$ cat config.mk
export PLATFORM = sky130hd
export DESIGN_NAME = noc_credit_link
export DESIGN_NICKNAME = d
export VERILOG_FILES = /design/src/rtl/noc_credit_link.sv
export SDC_FILE = /design/constraint.sdc
export NUM_CORES = 1
export LEC_CHECK = 0
export ABC_AREA = 1
export CAP_MARGIN = 20
export CORE_MARGIN = 5
export CORE_UTILIZATION = 35
export CTS_BUF_LIST = sky130_fd_sc_hd__clkbuf_4
export DETAILED_ROUTE_END_ITERATION = 10
export PLACE_DENSITY = 0.8
export REMOVE_ABC_BUFFERS = 1
export SLEW_MARGIN = 0
export SYNTH_ARGS = -nofsm -noshare
export SYNTH_HDL_FRONTEND = slang
export SYNTH_SLANG_ARGS = --single-unit
$ cat constraint.sdc
create_clock -name clk -period 2.41 [get_ports clk]
set_input_delay 0.482 -clock clk [delete_from_list [all_inputs] [get_ports clk]]
set_output_delay 0.482 -clock clk [all_outputs]
set_load 0.005 [all_outputs]
$ cat src/rtl/noc_credit_link.sv
// Pipelined point-to-point NoC link: flits forward, credits backward, NUM_PIPELINE stages each way.
// Define NOC_LINK_MONITOR_EN to build the credit/framing monitor and traffic counters.
module noc_credit_link #(
  parameter int unsigned FLIT_WIDTH   = 64,
  parameter int unsigned DEST_WIDTH   = 6,
  parameter int unsigned NUM_PIPELINE = 1,
  parameter int unsigned CREDITS      = 1,
  parameter int unsigned CNT_WIDTH    = 16
) (
  input  logic                             clk,
  input  logic                             rst,
  input  logic [FLIT_WIDTH-1:0]            data_in,
  input  logic [DEST_WIDTH-1:0]            dest_in,
  input  logic                             is_tail_in,
  input  logic                             send_in,
  output logic                             credit_out,
  output logic [FLIT_WIDTH-1:0]            data_out,
  output logic [DEST_WIDTH-1:0]            dest_out,
  output logic                             is_tail_out,
  output logic                             send_out,
  input  logic                             credit_in,
  output logic [$clog2(CREDITS+1)-1:0]     credits_avail,
  output logic                             err_overflow,
  output logic                             err_underflow,
  output logic                             err_framing,
  output logic [CNT_WIDTH-1:0]             flit_count,
  output logic [CNT_WIDTH-1:0]             pkt_count
);

  localparam int unsigned CW = $clog2(CREDITS + 1);

  generate
    if (NUM_PIPELINE == 0) begin : g_bypass
      assign data_out    = data_in;
      assign dest_out    = dest_in;
      assign is_tail_out = is_tail_in;
      assign send_out    = send_in;
      assign credit_out  = credit_in;
    end else begin : g_pipe
      logic [FLIT_WIDTH-1:0]   r_data [NUM_PIPELINE];
      logic [DEST_WIDTH-1:0]   r_dest [NUM_PIPELINE];
      logic [NUM_PIPELINE-1:0] r_tail;
      logic [NUM_PIPELINE-1:0] r_send;
      logic [NUM_PIPELINE-1:0] r_credit;

      // Payload registers hold their value on idle cycles; only send/tail/credit shift every cycle.
      always_ff @(posedge clk or posedge rst) begin
        if (rst) begin
          r_send   <= '0;
          r_tail   <= '0;
          r_credit <= '0;
          for (int unsigned k = 0; k < NUM_PIPELINE; k++) begin
            r_data[k] <= '0;
            r_dest[k] <= '0;
          end
        end else begin
          r_send[0]   <= send_in;
          r_tail[0]   <= is_tail_in;
          r_credit[0] <= credit_in;
          if (send_in) begin
            r_data[0] <= data_in;
            r_dest[0] <= dest_in;
          end
          for (int unsigned k = 1; k < NUM_PIPELINE; k++) begin
            r_send[k]   <= r_send[k-1];
            r_tail[k]   <= r_tail[k-1];
            r_credit[k] <= r_credit[k-1];
            if (r_send[k-1]) begin
              r_data[k] <= r_data[k-1];
              r_dest[k] <= r_dest[k-1];
            end
          end
        end
      end

      assign data_out    = r_data[NUM_PIPELINE-1];
      assign dest_out    = r_dest[NUM_PIPELINE-1];
      assign is_tail_out = r_tail[NUM_PIPELINE-1];
      assign send_out    = r_send[NUM_PIPELINE-1];
      assign credit_out  = r_credit[NUM_PIPELINE-1];
    end
  endgenerate

`ifdef NOC_LINK_MONITOR_EN
  typedef enum logic {
    ST_IDLE,
    ST_BODY
  } frame_state_t;

  frame_state_t          r_state;
  frame_state_t          w_state_next;
  logic                  w_latch_dest;
  logic                  w_framing_err;
  logic [DEST_WIDTH-1:0] r_pkt_dest;
  logic [CW-1:0]         r_credits;
  logic                  r_err_ovf;
  logic                  r_err_unf;
  logic                  r_err_frm;
  logic [CNT_WIDTH-1:0]  r_flit_cnt;
  logic [CNT_WIDTH-1:0]  r_pkt_cnt;

  // A send and a returned credit in the same cycle cancel, even at the balance limits.
  always_ff @(posedge clk or posedge rst) begin
    if (rst) begin
      r_credits <= CW'(CREDITS);
      r_err_ovf <= 1'b0;
      r_err_unf <= 1'b0;
    end else begin
      case ({send_in, credit_out})
        2'b10: begin
          if (r_credits == '0) r_err_ovf <= 1'b1;
          else                 r_credits <= r_credits - CW'(1);
        end
        2'b01: begin
          if (r_credits == CW'(CREDITS)) r_err_unf <= 1'b1;
          else                           r_credits <= r_credits + CW'(1);
        end
        default: ;
      endcase
    end
  end

  always_comb begin
    w_state_next  = r_state;
    w_latch_dest  = 1'b0;
    w_framing_err = 1'b0;
    case (r_state)
      ST_IDLE: begin
        if (send_in && !is_tail_in) begin
          w_state_next = ST_BODY;
          w_latch_dest = 1'b1;
        end
      end
      ST_BODY: begin
        if (send_in) begin
          if (dest_in != r_pkt_dest) w_framing_err = 1'b1;
          if (is_tail_in)            w_state_next  = ST_IDLE;
        end
      end
      default: w_state_next = ST_IDLE;
    endcase
  end

  always_ff @(posedge clk or posedge rst) begin
    if (rst) begin
      r_state    <= ST_IDLE;
      r_pkt_dest <= '0;
      r_err_frm  <= 1'b0;
    end else begin
      r_state <= w_state_next;
      if (w_latch_dest)  r_pkt_dest <= dest_in;
      if (w_framing_err) r_err_frm  <= 1'b1;
    end
  end

  always_ff @(posedge clk or posedge rst) begin
    if (rst) begin
      r_flit_cnt <= '0;
      r_pkt_cnt  <= '0;
    end else if (send_out) begin
      r_flit_cnt <= r_flit_cnt + CNT_WIDTH'(1);
      if (is_tail_out) r_pkt_cnt <= r_pkt_cnt + CNT_WIDTH'(1);
    end
  end

  assign credits_avail = r_credits;
  assign err_overflow  = r_err_ovf;
  assign err_underflow = r_err_unf;
  assign err_framing   = r_err_frm;
  assign flit_count    = r_flit_cnt;
  assign pkt_count     = r_pkt_cnt;
`else
  assign credits_avail = CW'(CREDITS);
  assign err_overflow  = 1'b0;
  assign err_underflow = 1'b0;
  assign err_framing   = 1'b0;
  assign flit_count    = '0;
  assign pkt_count     = '0;
`endif

endmodule
; ---- After elaboration in Yosys (flattened, before gate mapping)
; Cells that the tools add are included.
[totals]
latch_bits = 0
inputBits = 75
reg_bits = 73
elab_cells = 5
n_memories = 0
output_inout_bits = 109
mem_bits_rw = 0
rom_bits = 0
[classes]
n_eq_ne = 0
div_mod_pow = 0
n_lt_le_gt_ge = 0
n_reduce_logical = 0
n_shift = 0
multipliers = 0
bitwise = 0
mux = 0
add_sub_neg = 0

; ---- Depth between registers and ports, before layout
; Gate-level depths: netlist of run 1.
[logic_depth]
word_depth = 0
mapped_depth = 5
depth_no_buf = 3

; ---- Worst setup path after synthesis of run 1
; OpenSTA, ideal clock, no wires.
[synth_path]
path_kind = input -> register
from = input send_in
to = register g_pipe.r_data, in the netlist data_out[26]
arrival_ps = 851
path_buffers = 2
setup_slack_ps = 1442
required_time_ps = 2294
path_stages = 4
setup_ps = 116
path_cell_list = buf_6 > buf_4 > nand2_1 > nand2_1
[synth_rtl]
columns = element, line_no
row1 = "start, declared", 15  ; input logic send_in,
row2 = "end signal, assigned by index", 69  ; r_data[k] <= r_data[k-1];
row3 = "end, declared", 40  ; logic [FLIT_WIDTH-1:0] r_data [NUM_PIPELINE];

; ---- Worst setup path in the final report of run 1
[layout_path]
from = register g_pipe.r_data, in the netlist data_out[8]
to = output data_out[8]
[layout_rtl]
columns = element, line_no
row1 = "end, declared", 17  ; output logic [FLIT_WIDTH-1:0] data_out,
; No word-level cell between the ends.

==> results.sh, run 1 <==
export IMPL_die_width_um=103
export IMPL_fp_coreArea_mm2=0.00859
export IMPL_gr_total_overflow=0
export IMPL_instances_no_fill=595
export IMPL_routedWlPerCell_um=12.7
export IMPL_synthCells=338
export IMPL_drt_iter0_markers=73
export IMPL_p_per_area_mw_per_mm2=582
export IMPL_synth_simple_area_share_pct=25.9
export IMPL_setup_viol=0
export IMPL_worst_hold_path_type="in2async"
export IMPL_leakage_nw=2.27
export IMPL_required_ns=1.93
export IMPL_antenna_found_initial=0
export IMPL_cp_arrival_ns=1.30
export IMPL_final_cell_mix="210 x nand2_1, 146 x clkdlybuf4s50_1, 73 x dfrtp_1"
export IMPL_rows=34
export IMPL_post_cts_buffers=0
export IMPL_ys_ff_latch=73
export IMPL_syn_avg_cell_area_um2=9.02
export IMPL_layout_commonest_cell="nand2_1"
export IMPL_hold_viol=0
export IMPL_critPathMaxFanout=2
export IMPL_period_share_pct=73.9
export IMPL_h_tree_depth=3
export IMPL_dpl_hpwl_um=5740
export IMPL_antenna_cells=0
export IMPL_grt_pass1_vias=2531
export IMPL_drv_cap=0
export IMPL_slowest_delay_ns=0.52
export IMPL_die_h_um=103
export IMPL_worst_r2r_endpoint="data_out[58]$_DFFE_PP0P_"
export IMPL_port_buffers=147
export IMPL_fin_crit_ns=1.78
export IMPL_cts_resized=0
export IMPL_die_area_mm2=0.0107
export IMPL_drt_wl_total_um=7530
export IMPL_syn_area_mm2=0.00305
export IMPL_path_delay_family="buffers and inverters"
export IMPL_cts_max_path_buffers=2
export IMPL_yosys_cell_types_count=7
export IMPL_start_kind="register"
export IMPL_vias=2463
export IMPL_cts_sinks=73
export IMPL_r2r_start="data_out[58]$_DFFE_PP0P_"
export IMPL_slew_headroom_pct=65.5
export IMPL_path_cells="clkdlybuf4s50_1"
export IMPL_clk_latency_ns=0.40
export IMPL_ys_seq_area_share_pct=59.9
export IMPL_reg2reg_depth=2
export IMPL_cts_made_buffers=9
export IMPL_clk_pin_slew_ns=0.12
export IMPL_placed_area_mm2=0.00440
export IMPL_synthAdderAreaFrac_pct=0
export IMPL_critPathKind="reg2out"
export IMPL_cpMaxStageDelayCell="clkdlybuf4s50_1"
export IMPL_synth_top_family_by_area="simple AND/OR/NAND/NOR gates"
export IMPL_grt_use_total_pct=14.4
export IMPL_cts_root_buf="clkbuf_4"
export IMPL_cts_tree="done"
export IMPL_grt_pass1_wl_um=11800
export IMPL_muxShareOfSynthArea_pct=0
export IMPL_postLayoutCoreUtil_pct=52.7
export IMPL_start_util_pct=35.5
export IMPL_n_fill_cell=817
export IMPL_finalSetupTns_ns=0
export IMPL_final_antenna_net_count=0
export IMPL_viasPerCell=4.14
export IMPL_end_kind="primary output"
export IMPL_clock_fmax_mhz=561
export IMPL_postCtsHoldBufs=0
export IMPL_grt_max_degree=71
export IMPL_slew_violations=0
export IMPL_dr_pass1_iters=4
export IMPL_synth_compound_area_share_pct=0
export IMPL_ios=184
export IMPL_ys_warnings_count=0
export IMPL_clock_skew_ns=0
export IMPL_reg2reg_slack_ns=1.77
export IMPL_worst_slew_pin_slew_ns=0.517
export IMPL_finalInstanceArea_mm2=0.00453
export IMPL_nNetsFinal=557
export IMPL_outcome="complete, no violations"
export IMPL_gp_congestion=0.686
export IMPL_worst_path_buf_inv=1
export IMPL_rsz0062_at_grt="false"
export IMPL_dpl_cell_count=579
export IMPL_syn2layout_area_growth_pct=48.6
export IMPL_synthXorXnorAreaFrac_pct=0
export IMPL_peakVddDrop_uv=263
export IMPL_drc_errors=0
export IMPL_layout_drive_gt1_share_pct=3.90
==> routing by layer <==
metal  vias up  global-route usage, %  wire length (um)
li1       1221                      -                 -
met5         -                      0                 0
met2        99                   24.2              3810
met1      1134                   16.9              2930
met4         0                   5.38                81
met3         9                   5.37               712
==> metrics by stage <==
stage / hold WS [ns] / worst slack, ns / power [W]
floorplan: 0.465 / 0.0747 / 0.00155
global placement: 0.454 / 0.938 / 0.00194
detailed placement: 0.459 / 0.922 / 0.00196
CTS: 0.393 / 0.589 / 0.00268
global route: 0.412 / 0.544 / 0.00280
finish: 0.407 / 0.629 / 0.00264
==> flip-flops by register name, summed over array words and instances (netlist names) <==
| register | flops |
|---|---|
| send_out | 1 |
| dest_out | 6 |
| data_out | 64 |
| is_tail_out | 1 |
| credit_out | 1 |
==> cells in the mapped netlist (all sizes together) <==
library cell  count  area share (%)
nand2           210              26
dfrtp            73              60
buf              51              14
conb              2            0.25
inv               2            0.41
==> worst max-delay path by stage <==
stage                                        start                  endpoint  slack [ns]  cells past startpoint
after floorplan                                rst      credit_out$_DFF_PP0_        0.07                      1
after global placement                         rst   dest_out[5]$_DFFE_PP0P_        0.94                      3
after detailed placement                       rst  data_out[29]$_DFFE_PP0P_        0.92                      3
after CTS                 data_out[35]$_DFFE_PP0P_              data_out[35]        0.59                      1
after global routing      data_out[37]$_DFFE_PP0P_              data_out[37]        0.54                      1
final                      data_out[8]$_DFFE_PP0P_               data_out[8]        0.63                      1
==> area by class of cell <==
class / instances / area [um^2] / area share [%]
clock buffer: 9 / 67.6 / 1.49
timing repair buffer: 150 / 1500 / 33.1
tap: 108 / 135 / 2.98
inverter: 2 / 13.8 / 0.304
sequential: 73 / 1830 / 40.3
multi-input combinational: 246 / 923 / 20.4
clock inverter: 7 / 61.3 / 1.35
==> power by group <==
group / internal (W) / total [W] / switching (W)
sequential: 0.00133 / 0.00139 / 0.0000585
clock: 0.000304 / 0.000710 / 0.000405
combinational: 0.000330 / 0.000537 / 0.000207
==> cell families (layout without fill, tap and decap cells) <==
kind of cell           after synthesis  count (layout)
buffers and inverters               53             168
AND/OR/NAND/NOR                    210             210
other                                2              36
flip-flops                          73              73
No activity file was read; power rests on OpenSTA's default activity.
==> run 2: changes to the inputs <==
==> constraint.sdc (replaced) <==
create_clock -name clk -period 1.59 [get_ports clk]
set_input_delay 0.318 -clock clk [delete_from_list [all_inputs] [get_ports clk]]
set_output_delay 0.318 -clock clk [all_outputs]
set_load 0.005 [all_outputs]
==> run 2 against run 1 <==
Register-to-register slack got worse by 0.92 ns. Core utilization rose by 0.45 points. First-iteration DRC count rose by 29%. Sequential cell count did not move. Count of clock-buffer cells in the layout did not move. Critical path type unchanged. Critical endpoint is now data_out[6].
==> results.sh, run 2 (synthesis gave the netlist of run 1 again) <==
export IMPL_outcome="complete, no violations"
export IMPL_worst_path_buf_inv=1
export IMPL_cts_max_path_buffers=2
export IMPL_syn2layout_area_growth_pct=49.9
export IMPL_setup_viol=0
export IMPL_h_tree_depth=3
export IMPL_period_share_pct=88.4
export IMPL_reg2reg_slack_ns=0.85
export IMPL_rsz0062_at_grt="false"
export IMPL_cts_sinks=73
export IMPL_hold_viol=0
export IMPL_cts_tree="done"
export IMPL_cts_root_buf="clkbuf_4"
export IMPL_die_area_mm2=0.0107
export IMPL_clk_latency_ns=0.40
export IMPL_gr_total_overflow=0
export IMPL_worst_slew_pin_slew_ns=0.510
export IMPL_slew_violations=0
export IMPL_hold_ws_ns=0.299
export IMPL_p_per_area_mw_per_mm2=876
export IMPL_drt_wl_total_um=7760
export IMPL_antenna_found_initial=0
export IMPL_end_kind="primary output"
export IMPL_routedWlPerCell_um=12.7
export IMPL_final_antenna_net_count=0
export IMPL_cpMaxStageDelayCell="dfrtp_1"
export IMPL_start_kind="register"
export IMPL_grt_max_degree=74
export IMPL_port_buffers=147
export IMPL_leakage_nw=2.50
export IMPL_antenna_cells=0
export IMPL_layout_commonest_cell="nand2_1"
export IMPL_grt_use_total_pct=14.8
export IMPL_r2r_start="data_out[1]$_DFFE_PP0P_"
export IMPL_start_util_pct=35.5
export IMPL_dpl_hpwl_um=5660
export IMPL_layout_drive_gt1_share_pct=7.55
export IMPL_clock_skew_ns=0
export IMPL_fin_crit_ns=1.41
export IMPL_dr_pass1_iters=4
export IMPL_grt_pass1_wl_um=12200
export IMPL_clk_pin_slew_ns=0.14
export IMPL_cts_made_buffers=9
export IMPL_slew_headroom_pct=66.0
export IMPL_largest_reg_flops=64
export IMPL_postCtsHoldBufs=0
export IMPL_slowest_delay_ns=0.41
export IMPL_final_cell_mix="210 x nand2_1, 73 x dfrtp_1, 73 x clkdlybuf4s50_1, 73 x dlygate4sd2_1, 36 x conb_1"
export IMPL_worst_hold_path_type="in2async"
export IMPL_power_w=0.00400
export IMPL_drc_errors=0
export IMPL_die_width_um=103
export IMPL_clock_fmax_mhz=711
export IMPL_rows=34
export IMPL_path_cells="dlygate4sd2_1"
export IMPL_viasPerCell=4.10
export IMPL_drt_iter0_markers=94
export IMPL_required_ns=1.27
export IMPL_die_h_um=103
export IMPL_peakVddDrop_uv=499
export IMPL_critPathMaxFanout=2
export IMPL_gp_congestion=0.704
export IMPL_nNetsFinal=573
export IMPL_fp_coreArea_mm2=0.00859
export IMPL_critPathKind="reg2out"
export IMPL_cp_arrival_ns=1.09
export IMPL_ios=184
export IMPL_grt_pass1_vias=2504
export IMPL_worst_r2r_endpoint="data_out[1]$_DFFE_PP0P_"
export IMPL_vias=2504
export IMPL_path_delay_family="flip-flops"
export IMPL_drv_cap=0
export IMPL_reg2reg_depth=3
-- run 2: repair_timing --
action / CTS / global route
setup buffers: 16 / 0
resized for setup: 73 / 0
endpoints found under the setup margin: 73 / 0
-- run 2: how the worst max path moves through the flow --
| stage | startpoint | end | slack, ns | depth (start not counted) |
|---|---|---|---|---|
| final | data_out[6]$_DFFE_PP0P_ | data_out[6] | 0.18 | 1 |
| after global routing | data_out[10]$_DFFE_PP0P_ | data_out[10] | 0.10 | 1 |
| after CTS | data_out[10]$_DFFE_PP0P_ | data_out[10] | 0.12 | 1 |
| after detailed placement | data_out[48]$_DFFE_PP0P_ | data_out[48] | 0.39 | 1 |
| after global placement | data_out[48]$_DFFE_PP0P_ | data_out[48] | 0.39 | 1 |
| after floorplan | rst | credit_out$_DFF_PP0_ | -0.58 | 1 |
-- run 2: layout make-up --
| cell class | count | area (um^2) |
|---|---|---|
| inverters | 2 | 13.8 |
| flip-flops and latches | 73 | 1830 |
| clock buffers | 9 | 67.6 |
| fillers | 816 | 4030 |
| multi-input cells | 246 | 923 |
| well taps | 108 | 135 |
| clock inverters | 7 | 71.3 |
| repair buffers | 166 | 1530 |
-- run 2: routing by layer --
metal	vias to the layer above	track usage, %	share of wire (%)
met5	-	0	0
met4	0	6.18	1.5
met3	11	5.57	10
met2	106	24.3	50
met1	1130	17.4	38
li1	1257	-	-
-- run 2: metrics by stage --
step                      utilization (%)  instances  instance area (um^2)  TNS, ns  setup WS, ns
final                                53.2        611                  4570        0         0.184
after global routing                 53.2        611                  4570        0         0.101
after CTS                            53.2        611                  4570        0         0.123
after detailed placement             51.2        579                  4400        0         0.387
after global placement               51.2        579                  4400        0         0.388
after floorplan                         -        321                  2760   -42.43        -0.581
-- run 2: report_power, final --
group	total, W	internal (W)	switching (W)
combinational	0.000755	0.000428	0.000327
sequential	0.00209	0.00202	0.0000766
clock	0.00116	0.000476	0.000680
total	0.00400	0.00292	0.00108
